===== config.mk =====
export PLATFORM = sky130hd
export DESIGN_NAME = aclint_mmio
export DESIGN_NICKNAME = d
export VERILOG_FILES = /design/src/rtl/aclint_mmio.sv
export SDC_FILE = /design/constraint.sdc
export NUM_CORES = 1
export LEC_CHECK = 0
export BUFFER_PORTS_ARGS = -buffer_cell sky130_fd_sc_hd__buf_2
export CAP_MARGIN = 40
export CORE_ASPECT_RATIO = 1.4
export CORE_UTILIZATION = 30
export CTS_BUF_LIST = sky130_fd_sc_hd__clkbuf_4 sky130_fd_sc_hd__clkbuf_8 sky130_fd_sc_hd__clkbuf_16
export DETAILED_ROUTE_END_ITERATION = 8
export RECOVER_POWER = 100
export SLEW_MARGIN = 0
export SYNTH_ARGS = -nofsm -noshare
export SYNTH_HDL_FRONTEND = slang
export SYNTH_SLANG_ARGS = --single-unit

===== constraint.sdc =====
create_clock -name clk -period 5.7 [get_ports clk]
set_clock_uncertainty 0.05 [all_clocks]
set_input_delay 1.14 -clock clk [delete_from_list [all_inputs] [get_ports clk]]
set_output_delay 1.14 -clock clk [all_outputs]
set_load 0.02 [all_outputs]

===== src/rtl/aclint_mmio.sv =====
`default_nettype none
// ============================================================================
// Module   : aclint_mmio
// Brief    : Single-hart ACLINT responder (MSIP, MTIMECMP, MTIME, SETSSIP)
//            on the 64-bit memory bus. One-cycle response, no backpressure.
// Revision : 1.0 - initial release
// ============================================================================
module aclint_mmio #(
   parameter logic [63:0] BASE       = 64'h0200_0000,
   parameter int          DATA_WIDTH = 64
) (
   input  logic                    clk,
   input  logic                    rst,          // asynchronous, active-low
   input  logic                    req_valid,
   output logic                    req_ready,
   input  logic [63:0]             req_addr,
   input  logic                    req_wen,
   input  logic [DATA_WIDTH-1:0]   req_wdata,
   input  logic [DATA_WIDTH/8-1:0] req_wmask,
   output logic                    rsp_valid,
   output logic [DATA_WIDTH-1:0]   rsp_rdata,
   output logic                    msip,
   output logic                    mtip,
   output logic                    setssip
);

   localparam int              c_NB       = DATA_WIDTH / 8;
   localparam logic [12:0]     c_IDX_MSIP = 13'h0000;   // offset 0x0000
   localparam logic [12:0]     c_IDX_CMP  = 13'h0800;   // offset 0x4000
   localparam logic [12:0]     c_IDX_TIME = 13'h0FFF;   // offset 0x7FF8
   localparam logic [12:0]     c_IDX_SSIP = 13'h1000;   // offset 0x8000
   localparam logic [63:0]     c_WIN_SIZE = 64'h0000_0000_0000_C000;
   localparam logic [DATA_WIDTH-1:0] c_ONE = {{(DATA_WIDTH-1){1'b0}}, 1'b1};

   // Registered state
   logic                  ready_q;
   logic                  rsp_valid_q, rsp_valid_d;
   logic [DATA_WIDTH-1:0] rsp_rdata_q, rsp_rdata_d;
   logic                  msip_q,      msip_d;
   logic                  setssip_q,   setssip_d;
   logic [DATA_WIDTH-1:0] mtimecmp_q,  mtimecmp_d;
   logic [DATA_WIDTH-1:0] mtime_q,     mtime_d;

   // Address decode
   logic [63:0]           w_off;
   logic [12:0]           w_idx;
   logic [2:0]            w_unused_off;
   logic                  w_in_win;
   logic                  w_accept;
   logic                  w_wr;
   logic                  w_sel_msip, w_sel_cmp, w_sel_time, w_sel_ssip;
   logic [DATA_WIDTH-1:0] w_rd_data;

   // Keep the lanes of old that wmask does not enable.
   function automatic logic [DATA_WIDTH-1:0] f_merge(
      input logic [DATA_WIDTH-1:0] old_v,
      input logic [DATA_WIDTH-1:0] wdata,
      input logic [c_NB-1:0]       wmask
   );
      logic [DATA_WIDTH-1:0] r;
      r = old_v;
      for (int b = 0; b < c_NB; b++) begin
         if (wmask[b]) begin
            r[b*8 +: 8] = wdata[b*8 +: 8];
         end
      end
      return r;
   endfunction

   assign w_off        = req_addr - BASE;
   assign w_idx        = w_off[15:3];
   assign w_unused_off = w_off[2:0];          // bus guarantees 8-byte alignment
   assign w_in_win     = (w_off < c_WIN_SIZE); // wraps large for addr < BASE
   assign w_accept     = req_valid && ready_q;
   assign w_wr         = w_accept && req_wen;

   assign w_sel_msip   = w_in_win && (w_idx == c_IDX_MSIP);
   assign w_sel_cmp    = w_in_win && (w_idx == c_IDX_CMP);
   assign w_sel_time   = w_in_win && (w_idx == c_IDX_TIME);
   assign w_sel_ssip   = w_in_win && (w_idx == c_IDX_SSIP);

   // Read mux; SETSSIP and unmapped offsets read as zero.
   always_comb begin
      w_rd_data = '0;
      if (w_sel_msip) begin
         w_rd_data = {{(DATA_WIDTH-1){1'b0}}, msip_q};
      end else if (w_sel_cmp) begin
         w_rd_data = mtimecmp_q;
      end else if (w_sel_time) begin
         w_rd_data = mtime_q;
      end
   end

   // Next-state for all registers; a write to MTIME replaces that cycle's tick.
   always_comb begin
      rsp_valid_d = w_accept;
      rsp_rdata_d = (w_accept && !req_wen) ? w_rd_data : '0;
      msip_d      = msip_q;
      mtimecmp_d  = mtimecmp_q;
      mtime_d     = mtime_q + c_ONE;
      setssip_d   = w_wr && w_sel_ssip && req_wmask[0] && req_wdata[0];
      if (w_wr && w_sel_msip && req_wmask[0]) begin
         msip_d = req_wdata[0];
      end
      if (w_wr && w_sel_cmp) begin
         mtimecmp_d = f_merge(mtimecmp_q, req_wdata, req_wmask);
      end
      if (w_wr && w_sel_time) begin
         mtime_d = f_merge(mtime_q, req_wdata, req_wmask);
      end
   end

   // State registers with asynchronous reset to architectural reset values.
   always_ff @(posedge clk or negedge rst) begin
      if (!rst) begin
         ready_q     <= 1'b0;
         rsp_valid_q <= 1'b0;
         rsp_rdata_q <= '0;
         msip_q      <= 1'b0;
         setssip_q   <= 1'b0;
         mtimecmp_q  <= '1;
         mtime_q     <= '0;
      end else begin
         ready_q     <= 1'b1;
         rsp_valid_q <= rsp_valid_d;
         rsp_rdata_q <= rsp_rdata_d;
         msip_q      <= msip_d;
         setssip_q   <= setssip_d;
         mtimecmp_q  <= mtimecmp_d;
         mtime_q     <= mtime_d;
      end
   end

   assign req_ready = ready_q;
   assign rsp_valid = rsp_valid_q;
   assign rsp_rdata = rsp_rdata_q;
   assign msip      = msip_q;
   assign setssip   = setssip_q;
   assign mtip      = (mtime_q >= mtimecmp_q);

endmodule
`default_nettype wire


* Word level (Yosys, flattened, before mapping)
Index checks and enable logic that the tools add are counted.
** Storage, ports and cells
- Register bits after elaboration :: 196
- Input port bits :: 140
- Output and inout bits :: 69
- Word-level logic and storage cells :: 73
** Cells by class
- Add/subtract/negate cells :: 2
- Magnitude comparators :: 2
- Equal/unequal tests :: 11
- Mux-type cells :: 13
- Reduce and logical (&&, ||, !) cells :: 24
** Operator list (count)
- 2-to-1 mux 64 bit :: 5
- adder 64 x 1 -> 64 bit, second input constant :: 1
- >= comparator 64 bit :: 1
- less-than comparator 64 x 16 -> 1 bit, second input constant :: 1
- 2-to-1 mux 8 bit :: 8
- subtractor 64 x 26 -> 64 bit, second input constant :: 1
- equality test 13 x 12 -> 1 bit, second input constant :: 2
- != test 2 bit, second input constant :: 8
- AND reduction 2 bit :: 8
- logical AND 1 bit :: 14
- equality test 13 bit, second input constant :: 1
- logical NOT 13 bit :: 1
- logical NOT 1 bit :: 1

* Depth between registers and ports, before layout
- Depth after elaboration :: 7
- Gate-level depth with buffers :: 14
- Gate-level depth less buffers :: 11

* Worst setup path after synthesis
Ideal clock, no wire load.
- Kind :: input port to flip-flop
- From :: input port req_addr[51]
- To :: register mtime_q[50]
- Setup time :: 0.123 ns
- Arrival time :: 4.218 ns
- Data required time :: 5.527 ns
- Path slack :: 1.309 ns
- Stages on the path :: 10
- Buffers on the path :: 2
- Cells stage by stage :: or4_1 or4_1 or4b_1 a2111oi_2 o2111ai_1 nor4_2 buf_2 buf_2 nand2_1 o221a_2
** Between the ends
- Cells in the longest elaborated chain, start to end :: 5
- Elaborated cells between the ends (all ways) :: 6
- Classes of those cells :: add/sub (1); order compare (1); eq/ne (1); mux (1); reduce/logical (2)
** Ends and longest elaborated chain
- start, declared :: line 16 : input logic [63:0] req_addr,
- subtractor 64 x 26 -> 64 bit * :: line 70 : assign w_off = req_addr - BASE;
- less-than comparator 64 x 16 -> 1 bit * :: line 73 : assign w_in_win = (w_off < c_WIN_SIZE);
- logical AND 1 bit * :: line 79 : assign w_sel_time = w_in_win && (w_idx == c_IDX_TIME);
- logical AND 1 bit * :: line 108 : if (w_wr && w_sel_time) begin
- != test 2 bit (no source line) / 2-to-1 mux 64 bit (equally long branches)
- end signal, assigned :: line 130 : mtime_q <= mtime_d;
- end, declared :: line 42 : logic [DATA_WIDTH-1:0] mtime_q, mtime_d;
Mark *: on every way between the ends. The rest lies on a longest branch, timed or not.
A chain may end at the register's enable or synchronous reset.

* Worst setup path in the final report
- From :: input port req_addr[32]
- To :: register mtime_q[48]
The elaborated chain is that of the path after synthesis.

==> flow_summary.ini <==
[drt]
dr.first_iter.drc_count = 445
antenna_left = 0
wl_per_cell_um = 18.0
vias = 9665
firstDrtPassIters = 7
totalWireLength_um = 33000
via_per_inst = 5.28
drc_errors = 14

[clock_network]
ctsResizeCount = 0
postCtsSetupRepairBufs = 0
ctsHtreeMaxLevel = 4
cts.sinks = 196
postCtsHoldBufs = 0
clock_latency_ns = 0.46
clockRootBuffer = clkbuf_16
clockBufferDepth = 2
path_clk_slew_ns = 0.08
tritoncts = done
cts_buffers = 17

[global_routing]
track_usage = 0.178
gr-total-overflow = 0
grt_pass1_vias = 9882
grt_max_degree = 105
grt_antenna_before_repair = 12
grt_pass1_wl_um = 53100

[power_and_ir_drop]
ir_drop_v = 0.000151
p_leak_nw = 5.68
p_per_area_nw_per_um2 = 208

[place]
placed_area_um2 = 12900
io_buffers = 205
gp_congestion = 0.854
dp_hpwl_um = 24200

[sta]
rsz0062_at_grt = no
drv_slew = 104
clock.fmax_mhz = 195
fin_setup_tns_ns = 0
hold_viol = 0
min_period_ns = 5.13
setup_viol = 0
period_share = 0.899
relSlewSlack = -0.774
tightest_slew_ns = 2.66

[logic_synthesis]
avgSynthCellArea_um2 = 9.88
synth_nets = 1348
yosysWarnings = 0
synth_ff_type = dfrtp_1
syn-instance-count = 1142
yosysTopAreaCell = dfrtp_1
ys_ff_latch = 196
synth_commonest_cells = dfrtp_1, nor2_1, inv_1
async_flop_share = 1.00
ys_seq_area_frac = 0.442
synth_cell_types = 67
synth-edff-count = 0
netlist_area_um2 = 11300
yosysTopAreaCellShare = 0.293
yosysMostFrequentCell = dfrtp_1
synthTopCellsByArea = dfrtp_1, dfstp_2, ha_1

[floorplanning]
die_y_um = 231
num_rows = 83
die_w_um = 166
ioPinCount = 209
initial_core_util = 0.306
coreArea_um2 = 36900
die_area_um2 = 38400

[worst_setup_path]
cp_max_fo = 6
max_stage_delay_ns = 0.75
required_ns = 6.00
worstPathCellList = buf_2 > or4_1 > nor3_1 > a41oi_1 > or4_1 > nand4b_1 > or3_1 > nor3_1 > clkbuf_1 > nand2_1 > o221a_2
start_kind = input port
crit_type = input port to flop
worstPathArrival_ns = 5.42
crit_slowest_cell = nor3_1
cp-end-kind = flop

[run_status]
status = finished, violations left
violations = design-rule violations, max-capacitance violations, max-slew violations

[final_layout]
n_fill_cell = 3745
nets = 1551
syn2layout_area_growth_pct = 18.5
drive_gt1_frac = 0.250
stdcell_area_um2 = 13400

[flow_run]
maxCapViolCount = 1

[min_path]
hold_path.class = flop to flop
sequential cells by signal (all words and copies together) (netlist names):
register / flops
rsp_rdata: 64
req_ready: 1
setssip: 1
rsp_valid: 1
mtime_q: 64
msip: 1
mtimecmp_q: 64
layout make-up:
type | instances | area, um2 | area share
clock buffers | 19 | 447 | 0.0334
inverters | 80 | 300 | 0.0225
repair buffers | 228 | 1130 | 0.0846
well taps | 467 | 584 | 0.0437
flip-flops and latches | 196 | 4980 | 0.373
diodes | 5 | 12.5 | 0.000936
clock inverters | 13 | 146 | 0.0110
multi-input cells | 822 | 5760 | 0.431
stage by stage:
step,util,instances,worst slack [ns],hold WS (ns),power [mW]
floorplan,-,1142,1.31,0.474,1.44
global placement,0.351,1792,0.579,0.481,1.55
detailed placement,0.351,1793,0.535,0.491,1.55
CTS,0.367,1825,0.845,0.512,2.83
global route,0.362,1828,0.418,0.548,2.88
finish,0.363,1830,0.574,0.510,2.78
cells by family after synthesis:
kind of cell | Yosys count | synth area share
muxes | 67 | 0.0667
buffers and inverters | 124 | 0.0460
adders and majority gates | 66 | 0.0732
xor gates and xnor gates | 4 | 0.00311
AOI/OAI and AO/OA | 301 | 0.196
and+or+nand+nor | 383 | 0.173
DFF | 196 | 0.442
other | 1 | 0.000332
worst max-delay path, delay by kind of cell:
family / cells / cell delay (ns)
simple gates: 7 / 3.31
compound gates: 2 / 0.42
buf+inv: 2 / 0.54
placed cells by master (no fill, tap or decap), types with 57 or more instances in the layout:
cell type / n
dfstp_2: 64
buf_2: 135
a22oi_1: 64
mux2_2: 65
nor2_1: 125
nand2_1: 57
ha_1: 66
clkbuf_1: 74
a21oi_1: 58
inv_1: 80
dfrtp_1: 132
report_power, final:
group / switching [mW] / internal [mW]
Sequential: 0.000390 / 1.39
Clock: 0.583 / 0.671
Combinational: 0.0821 / 0.0476
routing by layer:
layer / vias up / global-route usage / share of wire
met2: 268 / 0.319 / 0.52
li1: 4618 / - / -
met5: - / 0 / 0.0029
met4: 14 / 0.0821 / 0.030
met1: 4700 / 0.199 / 0.40
met3: 65 / 0.0423 / 0.053
path summary, 6_finish.rpt:
check | startpoint | cells after the start | end | slack [ns]
setup / recovery | req_addr[32] | 11 | mtime_q[48] | 0.57
hold / removal | msip | 1 | msip | 0.51
setup reg to reg | mtime_q[0] | 8 | mtime_q[48] | 2.02
hold reg to reg | msip | 1 | msip | 0.51
max in group asynchronous | rst | 1 | mtime_q[45] | 2.57
min in group asynchronous | rst | 1 | rsp_rdata[4] | 1.43
Power figures use the tool's default switching activity.
